==> src/rtl/adder_seq_ctrl.sv <==
// adder_seq_ctrl: multi-precision add sequencer that shares one external
// 8-bit combinational adder. It adds two NBYTES-wide operands one byte per
// cycle, least-significant byte first, and chains the carry between bytes.
//
// Optional feature: define ADDSEQ_SUB_EN to add the in_sub port. When in_sub
// is set at accept, the block computes in_a - in_b (out_cout=1 => no borrow).
//
// Ports:
//   clk, rst_n           clock, async active-low reset
//   in_valid/in_ready    request handshake; in_a, in_b, in_cin operands
//   in_sub               subtract select (ADDSEQ_SUB_EN only)
//   out_valid/out_ready  result handshake; out_sum, out_cout result
//   add_a/add_b/add_cin  operand byte and carry driven to the shared adder
//   add_sum/add_carry    shared adder result, captured while in RUN
module adder_seq_ctrl #(
    parameter int unsigned NBYTES = 4
) (
    input  logic                clk,
    input  logic                rst_n,
    input  logic                in_valid,
    output logic                in_ready,
    input  logic [8*NBYTES-1:0] in_a,
    input  logic [8*NBYTES-1:0] in_b,
    input  logic                in_cin,
`ifdef ADDSEQ_SUB_EN
    input  logic                in_sub,
`endif
    output logic                out_valid,
    input  logic                out_ready,
    output logic [8*NBYTES-1:0] out_sum,
    output logic                out_cout,
    output logic [7:0]          add_a,
    output logic [7:0]          add_b,
    output logic                add_cin,
    input  logic [7:0]          add_sum,
    input  logic                add_carry
);

    localparam int unsigned W     = 8 * NBYTES;
    localparam int unsigned IDX_W = (NBYTES > 1) ? $clog2(NBYTES) : 1;

    typedef enum logic [1:0] {IDLE = 2'd0, RUN = 2'd1, DONE = 2'd2} state_t;

    state_t             state;
    state_t             state_nxt;
    logic [W-1:0]       a_reg;
    logic [W-1:0]       b_reg;
    logic [W-1:0]       result;
    logic               carry_reg;
    logic [IDX_W-1:0]   idx;
    logic               last_byte;
    logic               accept;
    logic               sub_sel;

`ifdef ADDSEQ_SUB_EN
    assign sub_sel = in_sub;
`else
    assign sub_sel = 1'b0;
`endif

    assign last_byte = (idx == IDX_W'(NBYTES - 1));
    assign accept    = (state == IDLE) && in_valid;

    // State register
    always_ff @(posedge clk or negedge rst_n) begin
        if (!rst_n) begin
            state <= IDLE;
        end else begin
            state <= state_nxt;
        end
    end

    // Next-state logic
    always_comb begin
        state_nxt = state;
        case (state)
            IDLE:    if (in_valid)  state_nxt = RUN;
            RUN:     if (last_byte) state_nxt = DONE;
            DONE:    if (out_ready) state_nxt = IDLE;
            default: state_nxt = IDLE;
        endcase
    end

    // Operand latch at accept; per-byte capture of the shared adder in RUN
    always_ff @(posedge clk or negedge rst_n) begin
        if (!rst_n) begin
            a_reg     <= '0;
            b_reg     <= '0;
            result    <= '0;
            carry_reg <= 1'b0;
            idx       <= '0;
        end else if (accept) begin
            a_reg     <= in_a;
            // Subtract is a + ~b + 1; the +1 rides in through the byte-0 carry.
            b_reg     <= sub_sel ? ~in_b : in_b;
            carry_reg <= sub_sel ? 1'b1 : in_cin;
            idx       <= '0;
        end else if (state == RUN) begin
            result[8*int'(idx) +: 8] <= add_sum;
            carry_reg                <= add_carry;
            idx                      <= last_byte ? '0 : idx + IDX_W'(1);
        end
    end

    // Output decode: adder bus live only in RUN, result visible only in DONE
    always_comb begin
        in_ready  = 1'b0;
        out_valid = 1'b0;
        out_sum   = '0;
        out_cout  = 1'b0;
        add_a     = '0;
        add_b     = '0;
        add_cin   = 1'b0;
        case (state)
            IDLE: in_ready = 1'b1;
            RUN: begin
                add_a   = a_reg[8*int'(idx) +: 8];
                add_b   = b_reg[8*int'(idx) +: 8];
                add_cin = carry_reg;
            end
            DONE: begin
                out_valid = 1'b1;
                out_sum   = result;
                out_cout  = carry_reg;
            end
            default: ;
        endcase
    end

endmodule

==> config.mk <==
export PLATFORM = sky130hd
export DESIGN_NAME = adder_seq_ctrl
export DESIGN_NICKNAME = d
export VERILOG_FILES = /design/src/rtl/adder_seq_ctrl.sv
export SDC_FILE = /design/constraint.sdc
export NUM_CORES = 1
export LEC_CHECK = 0
export BUFFER_PORTS_ARGS = -buffer_cell sky130_fd_sc_hd__buf_2
export CORE_MARGIN = 1
export CORE_UTILIZATION = 47
export DETAILED_ROUTE_END_ITERATION = 12
export PLACE_DENSITY = 0.72
export REMOVE_ABC_BUFFERS = 1
export SYNTH_ARGS = -nofsm -noshare
export SYNTH_HDL_FRONTEND = slang
export SYNTH_SLANG_ARGS = --single-unit
==> constraint.sdc <==
create_clock -name clk -period 2 [get_ports clk]
set_input_delay 0.2 -clock clk [delete_from_list [all_inputs] [get_ports clk]]
set_output_delay 0.2 -clock clk [all_outputs]
set_load 0.005 [all_outputs]
==> impl_results.md <==
* Achievable Freq at 0.530 GHz
* Site row count at 36
* Leading cell type by number of instances after synthesis: sky130_fd_sc_hd__dfrtp_1
* Status: complete, no violations
* Sequential cell area in the final layout at 0.00253 mm²
* Final design instance area without fill at 0.00578 mm²
* Number of max-cap violations at 0
* Detailed-routing iteration count for the pre-antenna-repair pass at 4
* Crit path DAT at 1.69 ns
* Cell type with the highest aggregate area in the netlist: sky130_fd_sc_hd__dfrtp_1
* Via count of the first global-routing pass at 3438
* DRC violations left at 0
* Path category of the worst min-delay check: input pin to flop
* Most used standard cells in the synthesized netlist: sky130_fd_sc_hd__dfrtp_1, sky130_fd_sc_hd__nand2_1, sky130_fd_sc_hd__mux2_1
* Avg Cell Area, Syn at 12.1 µm²
* Area of the multi-input gates at 0.00206 mm²
* Peak VDD IR at 753 µV
* Initial antenna violation count at 0
* Worst-path maximum fanout at 33
* Number of buffers and inverters on the critical path at 3
* Dominant synthesized flop cell: sky130_fd_sc_hd__dfrtp_1
* Kind of cell adding the most delay to the critical path: buffers and inverters
* Final cycle utilization of the critical path at 94.4%
* Via count at 3394
* Average vias per placed instance at 5.12
* Cell type with the highest occurrence count on the critical path: sky130_fd_sc_hd__buf_4
* Synthesized cell area at 0.00474 mm²
* Starting density of the core at 48.5%
* Top Ports at 130
* Sequential share of the synthesized area at 53.3%
* CP max stage delay at 0.45 ns
* Flip-flop and latch count after synthesis at 101
* Worst setup margin at 0.112 ns
* Number of setup violations in the final report at 0
* TritonCTS clock tree: done
* Critical path capture point type: output port
* Post-DRT Antenna Nets at 0
* WP data required at 1.80 ns
* H-tree lvl count at 3
* FILL cells at 866
* Setup WS pre-CTS at 0.187 ns
* Synth top area cells: sky130_fd_sc_hd__dfrtp_1, sky130_fd_sc_hd__mux2_1, sky130_fd_sc_hd__mux2i_1
* Weighted congestion at the end of routability-driven global placement at 0.739
* Start-to-end type of the worst setup path: flop to output port
* Post-DP Area at 0.00552 mm²
* Power Density at 1430 mW/mm²
* Synth cell types at 33
* Area added between synthesis and finish at 21.8%
* Async set-or-reset flop fraction in the synthesized netlist at 100%
* Inserted Clock Buffers at 9
* RSZ-0062 raised after global routing: false
* Number of instances in the synthesized netlist at 391
* Largest net degree at the start of global routing at 70
* Clock transition at path regs at 0.09 ns
* CP Cell Sequence: buf_4 -> and2b_1 -> buf_4 -> and2_1 -> buf_2
* Grt ovf at 0
* WL per Instance at 15.2 µm
* Final Net Count at 609
* I/O Buffers at 129
* Aggregate routed wire length at 10100 µm
* Fin. Hold Viols at 0
* Clock Latency Late Sink at 0.36 ns
* Final critical-path required period at 1.89 ns
* Die outline height at 102 µm
* Tightest Pin Transition at 0.526 ns
* Buffer levels on the longest clock path at 2
* Iteration-0 DRC count of the detailed router at 68
* Die Outline Area at 0.0105 mm²
* Ant. Diodes at 0
* Cell with the largest stage delay on the worst path: sky130_fd_sc_hd__dfrtp_2
* Fraction of synthesized cell area taken by the top area cell type at 53.3%
* Post-DP HPWL at 7110 µm
* Clock sinks at 101
* Leakage at 2.77 nW
* Clock tree skew after final layout at 0.00566 ns
* Core region area at 0.00977 mm²
* CP startpoint kind: flop
* Share of cells above drive strength 1 at 36.6%
* GRT Resource Usage Total at 20.6%
* Total number of yosys warnings at 0
* Global-route wire length before repair at 16400 µm
* X dimension of the die at 102 µm
* Number of pins exceeding their max-slew limit in the final report at 0
* Number of enable-type register cells in the synthesized netlist at 0
* CTS Root Buffer Type: sky130_fd_sc_hd__clkbuf_8
* Worst slew margin relative to its limit at 64.8%
## timing repair
item / in CTS / in global routing
hold buffers: 2 / 0
resized for setup: 2 / 3
hold endpoints to repair: 33 / 0
endpoints found under the setup margin: 16 / 22
buffers inserted: 3 / 3
pin swaps: 0 / 0
gates cloned: 0 / 0
## power breakdown
group / internal [W] / switching [W] / leakage (nW)
Clock: 0.000520 / 0.000669 / 0.0857
Combinational: 0.00179 / 0.00176 / 1.43
Sequential: 0.00303 / 0.000509 / 1.25
## final cells by class
type / instances / share of cell area [%]
flip-flops and latches: 101 / 43.8
multi-input cells: 263 / 35.6
repair buffers: 147 / 14.4
well taps: 133 / 2.88
clock buffers: 13 / 2.75
clock inverters: 3 / 0.347
inverters: 3 / 0.195
## final timing paths
path	slack (ns)	startpoint	to	depth (start not counted)
hold reg to reg	0.48	result[2]	result[2]	2
max in group asynchronous	0.96	rst_n	b_reg[6]	3
setup reg to reg	0.17	idx[1]	result[10]	6
min in group asynchronous	0.32	rst_n	result[16]	2
setup / recovery	0.11	state[1]	out_sum[29]	5
hold / removal	0.05	in_b[20]	b_reg[20]	2
## logic make-up (layout without fill, tap and decap cells)
family          count (synthesis)  after routing  share of synthesized area (%)
flops                         101            101                           53.3
compound gates                 55             55                           7.05
buf+inv                        27            166                           3.59
fa+ha+maj                       6              6                           1.58
simple gates                  106            106                           12.5
mux                            96             96                           22.0
## per-stage QoR
| stage | hold slack (ns) | power (W) | instances | util [%] | setup TNS, ns |
|---|---|---|---|---|---|
| detailed placement | 0.175 | 0.00706 | 639 | 56.4 | 0 |
| finish | 0.0474 | 0.00828 | 663 | 59.1 | 0 |
| global placement | 0.167 | 0.00686 | 639 | 56.4 | 0 |
| floorplan | -0.0956 | 0.00582 | 367 | - | -140.50 |
| global route | 0.0210 | 0.00892 | 663 | 59.1 | 0 |
| CTS | 0.0273 | 0.00830 | 660 | 58.7 | 0 |
## routing by layer
layer,track usage [%],vias up,routed length [µm]
met2,33.8,111,4850
li1,-,1631,-
met4,7.03,0,124
met3,6.91,12,713
met5,0,-,0
met1,25.6,1640,4420
## cell usage in the layout, fill, tap and decap left out
cell / netlist / final
sky130_fd_sc_hd__dlygate4sd3_1: 0 / 2
sky130_fd_sc_hd__clkbuf_1: 3 / 2
sky130_fd_sc_hd__o22ai_1: 16 / 16
sky130_fd_sc_hd__mux2_1: 38 / 38
sky130_fd_sc_hd__nor4_4: 1 / 1
sky130_fd_sc_hd__buf_12: 0 / 3
sky130_fd_sc_hd__o21bai_1: 1 / 1
sky130_fd_sc_hd__buf_2: 12 / 128
sky130_fd_sc_hd__ha_1: 6 / 6
sky130_fd_sc_hd__a21oi_1: 1 / 1
sky130_fd_sc_hd__nor2b_2: 0 / 1
sky130_fd_sc_hd__mux2i_1: 32 / 32
sky130_fd_sc_hd__nor2_1: 2 / 2
sky130_fd_sc_hd__clkinvlp_4: 0 / 2
sky130_fd_sc_hd__nand4b_1: 1 / 1
sky130_fd_sc_hd__buf_6: 6 / 1
sky130_fd_sc_hd__dfrtp_2: 0 / 3
sky130_fd_sc_hd__buf_4: 2 / 13
sky130_fd_sc_hd__nand2b_1: 2 / 2
sky130_fd_sc_hd__a22oi_1: 1 / 1
sky130_fd_sc_hd__o21ai_0: 24 / 24
sky130_fd_sc_hd__o21ai_1: 2 / 2
sky130_fd_sc_hd__nand2b_4: 1 / 1
sky130_fd_sc_hd__nand3_1: 1 / 1
sky130_fd_sc_hd__nand2_1: 53 / 53
sky130_fd_sc_hd__nor3b_4: 0 / 2
sky130_fd_sc_hd__and2b_1: 1 / 1
sky130_fd_sc_hd__inv_1: 3 / 3
sky130_fd_sc_hd__nand3b_1: 4 / 4
sky130_fd_sc_hd__mux2_2: 26 / 26
sky130_fd_sc_hd__o31ai_1: 3 / 3
sky130_fd_sc_hd__and2_1: 34 / 34
sky130_fd_sc_hd__nor4b_4: 1 / 1
sky130_fd_sc_hd__a22o_1: 7 / 7
sky130_fd_sc_hd__nor4bb_1: 2 / 2
sky130_fd_sc_hd__clkbuf_8: 0 / 11
sky130_fd_sc_hd__clkinv_2: 0 / 1
sky130_fd_sc_hd__dfrtp_1: 101 / 98
No activity file was read; power rests on OpenSTA's default activity.
